[src/rtl/dvsd_seqmul_pkg.sv]
// Shared constants, FSM encoding and sizing helper for the dvsd_seqmul iterative multiplier.
package dvsd_seqmul_pkg;

  localparam int DEFAULT_WIDTH = 8;

  localparam logic [1:0] ST_IDLE = 2'd0;
  localparam logic [1:0] ST_BUSY = 2'd1;
  localparam logic [1:0] ST_DONE = 2'd2;

  typedef enum logic [1:0] {
    IDLE = ST_IDLE,
    BUSY = ST_BUSY,
    DONE = ST_DONE
  } seqmul_state_e;

  // Down-counter must be able to hold WIDTH itself.
  function automatic int cnt_width(input int width);
    return $clog2(width + 1);
  endfunction

endpackage

[src/rtl/dvsd_seqmul_signfix.sv]
// Combinational sign handling: operand magnitudes and result sign on the way in,
// conditional two's-complement negate of the unsigned product on the way out.
module dvsd_seqmul_signfix
  import dvsd_seqmul_pkg::*;
#(
  parameter int WIDTH = DEFAULT_WIDTH
) (
  input  logic [WIDTH-1:0]   i_a,
  input  logic [WIDTH-1:0]   i_b,
  input  logic               i_signed,
  output logic [WIDTH-1:0]   o_abs_a,
  output logic [WIDTH-1:0]   o_abs_b,
  output logic               o_neg,
  input  logic [2*WIDTH-1:0] i_mag,
  input  logic               i_neg,
  output logic [2*WIDTH-1:0] o_prod
);

  logic w_a_neg;
  logic w_b_neg;

  assign w_a_neg = i_signed && i_a[WIDTH-1];
  assign w_b_neg = i_signed && i_b[WIDTH-1];

  // -(-2^(WIDTH-1)) wraps to 2^(WIDTH-1), which is exactly right when read as unsigned.
  assign o_abs_a = w_a_neg ? -i_a : i_a;
  assign o_abs_b = w_b_neg ? -i_b : i_b;
  assign o_neg   = w_a_neg ^ w_b_neg;

  assign o_prod  = i_neg ? -i_mag : i_mag;

endmodule

[src/rtl/dvsd_seqmul.sv]
// Iterative shift-add multiplier, one partial product per clock, valid/ready on both sides.
// Optional build macro DVSD_SEQMUL_ZERO_SKIP_EN shortens the run to one cycle for zero operands.
module dvsd_seqmul
  import dvsd_seqmul_pkg::*;
#(
  parameter int WIDTH = DEFAULT_WIDTH
) (
  input  logic               clk,
  input  logic               reset,
  input  logic               in_valid,
  output logic               in_ready,
  input  logic [WIDTH-1:0]   in_a,
  input  logic [WIDTH-1:0]   in_b,
  input  logic               in_signed,
  output logic               out_valid,
  input  logic               out_ready,
  output logic [2*WIDTH-1:0] out_m
);

  localparam int             CW       = cnt_width(WIDTH);
  localparam logic [CW-1:0]  CNT_INIT = CW'(WIDTH);
  localparam logic [CW-1:0]  CNT_ONE  = CW'(1);

  seqmul_state_e      r_state;
  logic [2*WIDTH-1:0] r_acc;
  logic [WIDTH-1:0]   r_mcand;
  logic [CW-1:0]      r_count;
  logic               r_neg;
  logic [2*WIDTH-1:0] r_out_m;

  logic [WIDTH-1:0]   w_abs_a;
  logic [WIDTH-1:0]   w_abs_b;
  logic               w_neg;
  logic [WIDTH-1:0]   w_addend;
  logic [WIDTH:0]     w_sum;
  logic [2*WIDTH-1:0] w_acc_next;
  logic [2*WIDTH-1:0] w_prod;
  logic               w_accept;
  logic               w_skip;
  logic               w_last;

  dvsd_seqmul_signfix #(
    .WIDTH (WIDTH)
  ) u_signfix (
    .i_a      (in_a),
    .i_b      (in_b),
    .i_signed (in_signed),
    .o_abs_a  (w_abs_a),
    .o_abs_b  (w_abs_b),
    .o_neg    (w_neg),
    .i_mag    (w_acc_next),
    .i_neg    (r_neg),
    .o_prod   (w_prod)
  );

  assign in_ready  = (r_state == IDLE);
  assign out_valid = (r_state == DONE);
  assign out_m     = r_out_m;
  assign w_accept  = in_valid && in_ready;

`ifdef DVSD_SEQMUL_ZERO_SKIP_EN
  assign w_skip = (w_abs_a == '0) || (w_abs_b == '0);
`else
  assign w_skip = 1'b0;
`endif

  // Multiplier magnitude lives in the low half of acc; its LSB selects each partial product.
  assign w_addend   = r_acc[0] ? r_mcand : '0;
  assign w_sum      = {1'b0, r_acc[2*WIDTH-1:WIDTH]} + {1'b0, w_addend};
  assign w_acc_next = {w_sum, r_acc[WIDTH-1:1]};
  assign w_last     = (r_count == CNT_ONE);

  always_ff @(posedge clk) begin
    if (reset) begin
      r_state <= IDLE;
      r_acc   <= '0;
      r_mcand <= '0;
      r_count <= '0;
      r_neg   <= 1'b0;
      r_out_m <= '0;
    end else begin
      case (r_state)
        IDLE: begin
          if (w_accept) begin
            r_mcand <= w_abs_a;
            r_neg   <= w_neg;
            // A skipped zero runs one pass with an empty multiplier, yielding 0.
            r_acc   <= w_skip ? '0 : {{WIDTH{1'b0}}, w_abs_b};
            r_count <= w_skip ? CNT_ONE : CNT_INIT;
            r_state <= BUSY;
          end
        end
        BUSY: begin
          r_acc   <= w_acc_next;
          r_count <= r_count - CNT_ONE;
          if (w_last) begin
            r_out_m <= w_prod;
            r_state <= DONE;
          end
        end
        DONE: begin
          if (out_ready) begin
            r_state <= IDLE;
          end
        end
        default: r_state <= IDLE;
      endcase
    end
  end

endmodule

[config.mk]
export PLATFORM = sky130hd
export DESIGN_NAME = dvsd_seqmul
export DESIGN_NICKNAME = d
export VERILOG_FILES = /design/src/rtl/dvsd_seqmul_pkg.sv /design/src/rtl/dvsd_seqmul_signfix.sv /design/src/rtl/dvsd_seqmul.sv
export SDC_FILE = /design/constraint.sdc
export NUM_CORES = 1
export LEC_CHECK = 0
export ABC_CLOCK_PERIOD_IN_PS = 6400
export BUFFER_PORTS_ARGS = -buffer_cell sky130_fd_sc_hd__buf_2
export CORE_ASPECT_RATIO = 0.9
export CORE_UTILIZATION = 55
export DETAILED_ROUTE_END_ITERATION = 8
export PLACE_DENSITY = 0.77
export REMOVE_ABC_BUFFERS = 1
export SLEW_MARGIN = 25
export SYNTH_ARGS = -nofsm -noshare
export SYNTH_HDL_FRONTEND = slang
export SYNTH_SLANG_ARGS = --single-unit
[constraint.sdc]
create_clock -name clk -period 6.4 [get_ports clk]
set_input_delay 0.96 -clock clk [delete_from_list [all_inputs] [get_ports clk]]
set_output_delay 0.96 -clock clk [all_outputs]
set_load 0.02 [all_outputs]
==> key figures, run 1 <==
Outcome
  – Result of the run: finished, final reports clean

Timing
  – Upper clock frequency limit: between 300 and 400 MHz
  – Normalized max-slew margin: 44.2%
  – Finish-stage setup viols: 0
  – Slew at the pin closest to its max-slew limit: 838 ps
  – Clk_skew: between 8 and 9 ps
  – Final min period: 2980 ps
  – Final hold violation count: 0
  – Final critical-path share of the clock period: 46.5%
  – Number of slew-limit violations in the final report: 0
  – Unrepaired setup endpoints after global routing: no
  – Setup TNS: 0 ps

Yosys
  – Post-Synthesis Mean Instance Area: 7.92 µm²
  – Area fraction in compound gates after synthesis: 24.4%
  – Post-synthesis xor/xnor area fraction: 7.72%
  – Library cells used by synthesis: 51
  – Post-synthesis adder-cell area fraction: 6.44%
  – Summed instance area of the synthesized netlist: 2840 µm²
  – Post-synthesis sequential area ratio: 33.2%
  – Most used DFF post-synth: sky130_fd_sc_hd__dfxtp_1
  – Number of flip-flops and latches in the synthesized netlist: 47
  – Largest family of logic cells by synthesized area: compound AO/OA/AOI/OAI gates
  – Proportion of synthesized area in mux cells: 0.706%
  – Simple-gate share of the synthesized area: a little under a quarter
  – Number of synthesis warnings: 0
  – Share of flip-flops with an asynchronous set or reset after synthesis: 0%
  – Synth Instances: 358
  – Post-synth EDFFs: 0

Critical path
  – Critical register-to-register path startpoint: r_acc[0]
  – Cells traversed along the worst timing path: and2_1 > ha_1 > fa_1 > or4_1 > or2_4 > a211o_1 > nor4_4 > mux2i_1 > o22ai_1
  – Critical Path Sink Type: register
  – Critical path start-end classification: reg -> reg
  – Worst R2R End: out_m[15]
  – Number of buffer and inverter stages on the critical path: 0
  – Maximum fanout along the worst path: 9
  – Req. time, crit path: 6590 ps
  – R2R setup slack: 3420 ps
  – Critical path endpoint: out_m[15]
  – WP depth: 9
  – Top cell family by delay on the critical path: simple AND/OR/NAND/NOR gates
  – Number of cells traversed by the worst register-to-register path: 9
  – Master of the slowest instance on the critical path: sky130_fd_sc_hd__or4_1
  – Worst EP arrival: approximately 3200 ps
  – Crit path from: r_acc[0]
  – Critical path startpoint category: register
  – Biggest cell delay along the critical path: 520 ps

Global routing
  – Largest net degree at the start of global routing: 49
  – Vias in the first global route: 2346
  – First-pass GRT wire length: 10900 µm
  – Initial antenna violation count: 0
  – Overall routing resource usage: 24.9%
  – Overall overflow remaining after global route: 0

Routing
  – Average vias per placed instance: 5.80
  – Vias post-DR: 2609
  – Number of design rule violations left after detail routing: 0
  – Count of antenna-violating nets left after detailed routing: 0
  – Routed len/inst: ~14 µm
  – Final routed wirelength across all metal layers: 6340 µm
  – Drt initial violations: 179
  – Detailed-router iteration count before antenna repair: 4

Finish
  – Final cell area excluding filler cells: 3130 µm²
  – Filler-free cell count of the finished design: 450
  – Net count, final: 419
  – Number of antenna repair diodes: 0
  – Layout cell share with drive strength beyond 1: 14.3%
  – Relative area change from synthesis to final layout: 10.3%

Clocking
  – Total of hold buffers inserted after clock tree synthesis: 0
  – CTS HTree Levels: 2
  – CTS tree: built
  – Number of buffers created by CTS: 5
  – Later-pin clock latency in the skew report: 310 ps
  – Clock transition at path regs: about 80 ps
  – Root buf cell: sky130_fd_sc_hd__clkbuf_8
  – Number of instances resized during post-cts repair: 0
  – Buffer count from post-CTS setup fixing: 0
  – TritonCTS Sinks: 47
  – Deepest clock path buffer count: 2

Place
  – Last weighted congestion value of the routability-driven placer: 0.860
  – Number of port buffers: 38
  – Sum of net half-perimeters after detailed placement: about 4600 µm
  – Cell count after placement: around 440
  – Cell Area, Placed: between 3000 and 4000 µm²

Power and ir drop
  – Cell leakage power: roughly 1.3 nW
  – Peak ir drop on the vdd network: ~0.00011 V
  – Power per cell area: about 200 nW/µm²

Die
  – Die width: 77.7 µm
  – Starting utilization of the core area: 57.9%
  – Standard cell core area: roughly 5000 µm²
  – Site Rows: 24
  – Chip height: 70.1 µm
  – Die outline area: 5450 µm²
  – I/O pin count: 39

Flow run
  – Max capacitance violation total: 0

Worst hold path
  – Hold Crit Class: reg -> reg
-- cells by family after synthesis --
family / count (synthesis)
flops: 47
fa+ha+maj: 14
xor+xnor: 25
mux: 2
buf+inv: 31
simple gates: 137
compound gates: 102
-- power by group --
part | internal (mW) | switching, mW
clock | 0.0765 | 0.101
combinational | 0.0465 | 0.0737
sequential | 0.307 | 0.0149
-- flip-flops by register name, summed over array words and instances (netlist names) --
register  cells
out_m        16
r_acc        16
r_count       4
r_mcand       8
r_neg         1
r_state       2
-- stage by stage --
stage | setup slack [ps] | hold slack (ps) | util (%) | total power [mW]
after floorplan | 3640 | 426 | - | 0.408
after global placement | 3550 | 437 | 62.1 | 0.445
after detailed placement | 3460 | 450 | 62.1 | 0.448
after CTS | 3440 | 461 | 63.9 | 0.623
after global routing | 3240 | 489 | 63.9 | 0.655
final | 3420 | 458 | 63.9 | 0.620
-- Yosys cell counts, types with 3 or more instances --
cell                        n  share of area [%]
sky130_fd_sc_hd__nor2b_1    3               0.66
sky130_fd_sc_hd__nand2b_1   4               0.88
sky130_fd_sc_hd__dfxtp_1   47                 33
sky130_fd_sc_hd__o41ai_1    3               0.93
sky130_fd_sc_hd__and2_1    13                2.9
sky130_fd_sc_hd__a211oi_1  17                4.5
sky130_fd_sc_hd__inv_1     10                1.3
sky130_fd_sc_hd__nand3_1   18                3.2
sky130_fd_sc_hd__xor2_1    16                4.9
sky130_fd_sc_hd__clkbuf_1  16                2.1
sky130_fd_sc_hd__a31oi_1    6                1.3
sky130_fd_sc_hd__o21ai_0   10                1.8
sky130_fd_sc_hd__nor3_1     7                1.2
sky130_fd_sc_hd__a21oi_1   33                5.8
sky130_fd_sc_hd__nand2_1   37                4.9
sky130_fd_sc_hd__nor2_1    40                5.3
sky130_fd_sc_hd__ha_1      13                5.7
sky130_fd_sc_hd__a22oi_1    6                1.6
sky130_fd_sc_hd__a311oi_1   3               0.93
sky130_fd_sc_hd__buf_1      4               0.53
sky130_fd_sc_hd__o31ai_1    5                1.3
sky130_fd_sc_hd__xnor2_1    9                2.8
-- per-layer routing --
metal | global-route usage (%) | up-vias | share of wire (%)
li1 | - | 1341 | -
met1 | 34.5 | 1164 | 48
met2 | 38.3 | 95 | 44
met3 | 4.71 | 9 | 6.4
met4 | 9.43 | 0 | 1.4
met5 | 0 | - | 0
-- layout make-up --
type / instances / area [µm²]
Multi-Input combinational cell: 280 / 1780
Fill cell: 435 / 1770
Sequential cell: 47 / 941
Timing Repair Buffer: 40 / 205
Tap cell: 65 / 81.3
Clock buffer: 6 / 72.6
Inverter: 10 / 37.5
Clock inverter: 2 / 12.5
-- worst reg2reg max path: stages, from the launching register on --
cell	delay [ps]
sky130_fd_sc_hd__dfxtp_1	430
sky130_fd_sc_hd__and2_1	160
sky130_fd_sc_hd__ha_1	200
sky130_fd_sc_hd__fa_1	470
sky130_fd_sc_hd__or4_1	520
sky130_fd_sc_hd__or2_4	260
sky130_fd_sc_hd__a211o_1	300
sky130_fd_sc_hd__nor4_4	200
sky130_fd_sc_hd__mux2i_1	230
sky130_fd_sc_hd__o22ai_1	90
-- worst min-delay path by stage --
stage               start          to  slack, ps  cells past startpoint
6_report       r_mcand[0]  r_mcand[0]        460                      2
5_1_grt          out_m[9]    out_m[9]        490                      2
4_1_cts        r_mcand[0]  r_mcand[0]        460                      2
3_5_place_dp   r_mcand[0]  r_mcand[0]        450                      2
3_3_place_gp     out_m[9]    out_m[9]        440                      2
2_1_floorplan  r_mcand[0]  r_mcand[0]        430                      2
-- placed cells by master (no fill, tap or decap), drive strengths merged, types with 4 or more instances in the layout --
cell type	count
dfxtp	47
nor2	40
a22oi	6
xnor2	9
o41ai	4
buf	40
nor3	7
inv	10
ha	13
o31ai	5
a211oi	18
clkbuf	6
nand2b	4
nand3	18
xor2	16
o21ai	10
and2	13
nand2	37
a21oi	33
a31oi	6
Power figures use the tool's default switching activity.
==> run 2, diff against run 1 <==
Settings changed: ABC_CLOCK_PERIOD_IN_PS 6400 to 2400, CORE_UTILIZATION 55 to 52, PLACE_DENSITY 0.77 to 0.76.
Clock period 6.4 ns to 2.4 ns, I/O delays scaled along.
==> run 2 against run 1 <==
  * The run now ends with setup timing left
  * Clock skew is 0.52 ps lower
  * Register-to-register slack worse by 3800 ps
  * Largest power group unchanged
  * Total power grew to 3.1 times the previous value
  * Maximum frequency is 7.9% higher
  * First-iteration DRC count is 15% lower
  * Non-clock buffer count is 31 higher
  * Cell area is 16% higher
  * Combinational power grew to 3.3 times the previous value
  * Global-route usage is 1.2 points higher
  * Utilization is 4.9 points higher
==> key figures, run 2 (synthesis gave the netlist of run 1 again) <==
Timing
  – Slew at the pin closest to its max-slew limit: between 700 and 800 ps
  – Final critical-path share of the clock period: 115%
  – Clk_skew: roughly 8.3 ps
  – Hold_ws: 302 ps
  – Setup TNS: -1830 ps
  – Upper clock frequency limit: approximately 360 MHz
  – Finish-stage setup viols: 6
  – Normalized max-slew margin: 48.4%
  – Final min period: 2760 ps
  – Unrepaired setup endpoints after global routing: yes
  – PnR worst setup slack: -358 ps
  – Final hold violation count: 0
  – Number of slew-limit violations in the final report: 0

Global routing
  – Vias in the first global route: 2524
  – Largest net degree at the start of global routing: 34
  – Initial antenna violation count: 0
  – First-pass GRT wire length: 11800 µm
  – Overall overflow remaining after global route: 0
  – Overall routing resource usage: between 20% and 30%

Die
  – I/O pin count: 39
  – Starting utilization of the core area: 54.0%
  – Site Rows: 25
  – Die width: approximately 80 µm
  – Chip height: 72.1 µm
  – Die outline area: 5750 µm²
  – Standard cell core area: 5260 µm²

Routing
  – Number of design rule violations left after detail routing: 0
  – Count of antenna-violating nets left after detailed routing: 0
  – Detailed-router iteration count before antenna repair: 4
  – Drt initial violations: approximately 150
  – Final routed wirelength across all metal layers: 7100 µm
  – Average vias per placed instance: between 5 and 6
  – Vias post-DR: ~2800
  – Routed len/inst: 14.7 µm

Power and ir drop
  – Power per cell area: 535 nW/µm²
  – Peak ir drop on the vdd network: 0.000415 V
  – Cell leakage power: between 1 and 1.5 nW
  – Tot Pwr: slightly below 2 mW

Critical path
  – Maximum fanout along the worst path: 3
  – R2R setup slack: -360 ps
  – Req. time, crit path: 2630 ps
  – Worst EP arrival: 2980 ps
  – Critical register-to-register path startpoint: r_mcand[0]
  – Worst R2R End: out_m[12]
  – Critical path startpoint category: register
  – Critical Path Sink Type: register
  – Critical path start-end classification: reg -> reg
  – Number of cells traversed by the worst register-to-register path: 10

Finish
  – Layout cell share with drive strength beyond 1: 27.4%
  – Reg area: 943 µm²
  – Fillers: 420
  – Number of antenna repair diodes: 0
  – Most common cell after layout, fill and taps aside: sky130_fd_sc_hd__dfxtp_1
  – Final cell area excluding filler cells: 3620 µm²
  – Relative area change from synthesis to final layout: 27.5%
  – Net count, final: 450
  – Top library cells by usage in the layout, fill and taps aside: sky130_fd_sc_hd__dfxtp_1 (45), sky130_fd_sc_hd__nor2_1 (40), sky130_fd_sc_hd__buf_2 (38), sky130_fd_sc_hd__nand2_1 (36), sky130_fd_sc_hd__buf_4 (32)
  – Combined area of the multi-input logic cells: between 1500 and 2000 µm²

Clocking
  – CTS HTree Levels: 2
  – CTS tree: built
  – Number of buffers created by CTS: 5
  – Root buf cell: sky130_fd_sc_hd__clkbuf_8
  – Deepest clock path buffer count: 2
  – TritonCTS Sinks: 47
  – Clock transition at path regs: 90 ps
  – Later-pin clock latency in the skew report: a little over 300 ps

Worst hold path
  – Hold Crit Class: in -> reg
  – Sink of the worst hold path: r_state[1]
  – Worst hold stages: 3
  – Hold_sp: out_ready

Outcome
  – Result of the run: complete, but fails checks
  – Violated checks: setup timing

Place
  – Worst slack, placed: -420 ps
  – Cell Area, Placed: approximately 3300 µm²
  – Sum of net half-perimeters after detailed placement: 4980 µm
  – Number of port buffers: 38
  – Last weighted congestion value of the routability-driven placer: 0.905

Flow run
  – Max capacitance violation total: 0
==> run 2: final cells by class <==
type | count | area share [%]
multi-input cells | 280 | 54.7
clock inverters | 2 | 1.66
repair buffers | 71 | 12.2
flip-flops and latches | 47 | 26.1
clock buffers | 6 | 2.01
inverters | 10 | 1.04
well taps | 67 | 2.32
==> run 2: how the worst max path moves through the flow <==
stage | slack (ps) | cells after the start | startpoint | to
floorplan | -360 | 9 | r_acc[0] | out_m[13]
detailed placement | -420 | 9 | r_acc[0] | out_m[15]
CTS | -350 | 9 | r_mcand[0] | out_m[15]
global route | -500 | 9 | r_mcand[0] | out_m[15]
finish | -360 | 10 | r_mcand[0] | out_m[12]
global placement | -340 | 9 | r_acc[0] | out_m[15]
==> run 2: metrics by stage <==
| step | std cells | util (%) |
|---|---|---|
| 5_1_grt | 483 | 68.8 |
| 3_3_place_gp | 472 | 61.9 |
| 6_report | 483 | 68.8 |
| 3_5_place_dp | 472 | 61.9 |
| 2_1_floorplan | 337 | - |
| 4_1_cts | 482 | 66.2 |
==> run 2: report_power, final <==
part / internal [mW] / switching [mW]
clock: 0.416 / 0.267
combinational: 0.167 / 0.223
sequential: 0.820 / 0.0397
total: 1.40 / 0.530
==> run 2: critical path: stages (launching register included) <==
cell	delay, ps
sky130_fd_sc_hd__dfxtp_2	330
sky130_fd_sc_hd__and2_4	150
sky130_fd_sc_hd__ha_4	150
sky130_fd_sc_hd__fa_1	450
sky130_fd_sc_hd__or4_4	500
sky130_fd_sc_hd__or2_4	250
sky130_fd_sc_hd__buf_4	130
sky130_fd_sc_hd__buf_6	120
sky130_fd_sc_hd__o41ai_4	270
sky130_fd_sc_hd__xor2_1	120
sky130_fd_sc_hd__a211oi_1	200
==> run 2: routing by layer <==
layer	vias to the layer above	routed length, µm	GRT usage (%)
li1	1394	-	-
met3	11	374	4.53
met5	-	0	0
met2	97	3460	43.7
met1	1308	3170	34.5
met4	0	99	7.74
==> run 2: repair_timing <==
action	4_1_cts	5_1_grt
setup buffers	2	2
endpoints found under the setup margin	6	10
resized for setup	16	23
hold buffers	0	0
pin swaps	7	10
==> run 3, diff against run 2 <==
Settings changed: CORE_UTILIZATION 52 to 40, PLACE_DENSITY 0.76 to not set.
==> run 3 against run 2 <==
  * Die area grew 29%
  * Sequential power is essentially flat
  * The run still ends with setup timing left
  * Global-route usage decreased by 6.2 points
  * Clock power fell by 23%
  * Critical endpoint is now out_m[13]
==> key figures, run 3 (synthesis gave the netlist of run 1 again) <==
Finish
  – Number of antenna repair diodes: 0
  – Net count, final: between 400 and 500
  – Relative area change from synthesis to final layout: 28.2%
  – Most common cell after layout, fill and taps aside: sky130_fd_sc_hd__dfxtp_1
  – Filler-free cell count of the finished design: slightly above 500
  – Top library cells by usage in the layout, fill and taps aside: sky130_fd_sc_hd__dfxtp_1 (45), sky130_fd_sc_hd__nor2_1 (40), sky130_fd_sc_hd__buf_2 (38), sky130_fd_sc_hd__buf_4 (37), sky130_fd_sc_hd__nand2_1 (36)
  – Layout cell share with drive strength beyond 1: 28.6%

Die
  – Die width: approximately 91 µm
  – Standard cell core area: 6730 µm²
  – Die outline area: 7430 µm²
  – I/O pin count: 39
  – Site Rows: 28
  – Chip height: 81.9 µm
  – Starting utilization of the core area: 42.2%

Clocking
  – Later-pin clock latency in the skew report: 310 ps
  – Deepest clock path buffer count: 2
  – CTS HTree Levels: 2
  – Root buf cell: sky130_fd_sc_hd__clkbuf_8
  – TritonCTS Sinks: 47
  – Total of hold buffers inserted after clock tree synthesis: 0
  – Clock transition at path regs: 90 ps
  – CTS tree: built
  – Number of buffers created by CTS: 5

Place
  – Number of port buffers: 38
  – Last weighted congestion value of the routability-driven placer: 0.836
  – Sum of net half-perimeters after detailed placement: slightly above 5000 µm
  – Cell count after placement: 498

Timing
  – Number of slew-limit violations in the final report: 0
  – Final critical-path share of the clock period: 112%
  – Finish-stage setup viols: 6
  – Upper clock frequency limit: 371 MHz
  – Normalized max-slew margin: 47.2%
  – PnR worst setup slack: -297 ps
  – Setup TNS: -1330 ps
  – Final min period: 2700 ps
  – Final hold violation count: 0
  – Slew at the pin closest to its max-slew limit: 791 ps
  – Clk_skew: 8.88 ps
  – Unrepaired setup endpoints after global routing: yes

Routing
  – Vias post-DR: roughly 2700
  – Drt initial violations: 119
  – Number of design rule violations left after detail routing: 0
  – Average vias per placed instance: 5.31
  – Count of antenna-violating nets left after detailed routing: 0
  – Routed len/inst: approximately 14 µm
  – Detailed-router iteration count before antenna repair: 4
  – Final routed wirelength across all metal layers: approximately 7000 µm

Power and ir drop
  – Peak ir drop on the vdd network: 0.000246 V
  – Power per cell area: 487 nW/µm²
  – Cell leakage power: 1.47 nW

Critical path
  – Master of the slowest instance on the critical path: sky130_fd_sc_hd__or4_4
  – Critical Path Sink Type: register
  – Critical register-to-register path startpoint: r_mcand[0]
  – Top cell family by delay on the critical path: simple AND/OR/NAND/NOR gates
  – Critical path start-end classification: reg -> reg
  – Maximum fanout along the worst path: 2
  – Req. time, crit path: 2610 ps
  – Crit path from: r_mcand[0]
  – Cells traversed along the worst timing path: and2_4 > ha_4 > fa_2 > or4_4 > or2_4 > a211o_4 > nor4_4 > nand2_1 > and4bb_2
  – Worst EP arrival: a little under 3000 ps
  – Critical path startpoint category: register
  – Biggest cell delay along the critical path: 490 ps
  – Number of buffer and inverter stages on the critical path: 0

Global routing
  – First-pass GRT wire length: 11800 µm
  – Initial antenna violation count: 0
  – Vias in the first global route: 2497
  – Overall overflow remaining after global route: 0
  – Largest net degree at the start of global routing: 31
  – Overall routing resource usage: between 10% and 20%

Worst hold path
  – Hold Crit Class: in -> reg
  – Hold_sp: in_a[0]

Outcome
  – Result of the run: complete, but fails checks
  – Violated checks: setup timing

Flow run
  – Max capacitance violation total: 0
==> run 3: changes by cell type in the layout (fill, tap and decap cells not counted), sizes merged <==
cell	before	now
inv	10	11
bufinv	2	0
clkinv	0	1
buf	71	75
==> run 3: final cells by class <==
type / instances / area [µm²]
clock buffer: 6 / 82.6
clock inverter: 2 / 13.8
fill: 689 / 3090
inverter: 10 / 37.5
multi-input combinational: 280 / 1980
sequential: 47 / 943
tap: 90 / 113
timing repair buffer: 75 / 468
==> run 3: report_power, final <==
group / leakage (nW) / switching, mW / internal (mW)
Clock: 0.0516 / 0.288 / 0.236
Combinational: 1.03 / 0.219 / 0.164
Sequential: 0.384 / 0.0402 / 0.820
Total: 1.47 / 0.547 / 1.22
==> run 3: stage by stage <==
stage	hold WS, ps	instance area, µm²	total power, mW	util (%)	setup slack [ps]
final	320	3630	1.77	54.0	-297
after global placement	439	3310	1.21	49.1	-343
after floorplan	426	2760	1.09	-	-359
after detailed placement	445	3310	1.22	49.1	-387
after global routing	330	3630	1.87	54.0	-385
after CTS	297	3500	1.76	52.0	-331
==> run 3: worst paths after layout <==
| check | end | slack, ps | cells after the start |
|---|---|---|---|
| min reg2reg | out_m[0] | 450 | 2 |
| max reg2reg | out_m[13] | -300 | 9 |
| min | r_mcand[0] | 320 | 3 |
| max | out_m[13] | -300 | 9 |
==> run 3: repair_timing <==
item	4_1_cts	5_1_grt
setup endpoints to repair	8	10
pin swaps	9	10
resized for setup	17	23
endpoints found under the hold margin	0	0
setup buffers	2	3
==> run 3: tightest hold or removal path: stages <==
cell	delay, ps
sky130_fd_sc_hd__buf_2	120
sky130_fd_sc_hd__nand2_1	70
sky130_fd_sc_hd__a21oi_1	60
==> run 3: per-layer routing <==
| metal | vias to the layer above | wire, µm | track usage (%) |
|---|---|---|---|
| met5 | - | 0 | 0 |
| met4 | 0 | 116 | 7.42 |
| met3 | 10 | 284 | 3.06 |
| met2 | 57 | 3120 | 32.2 |
| met1 | 1235 | 3600 | 27.0 |
| li1 | 1404 | - | - |
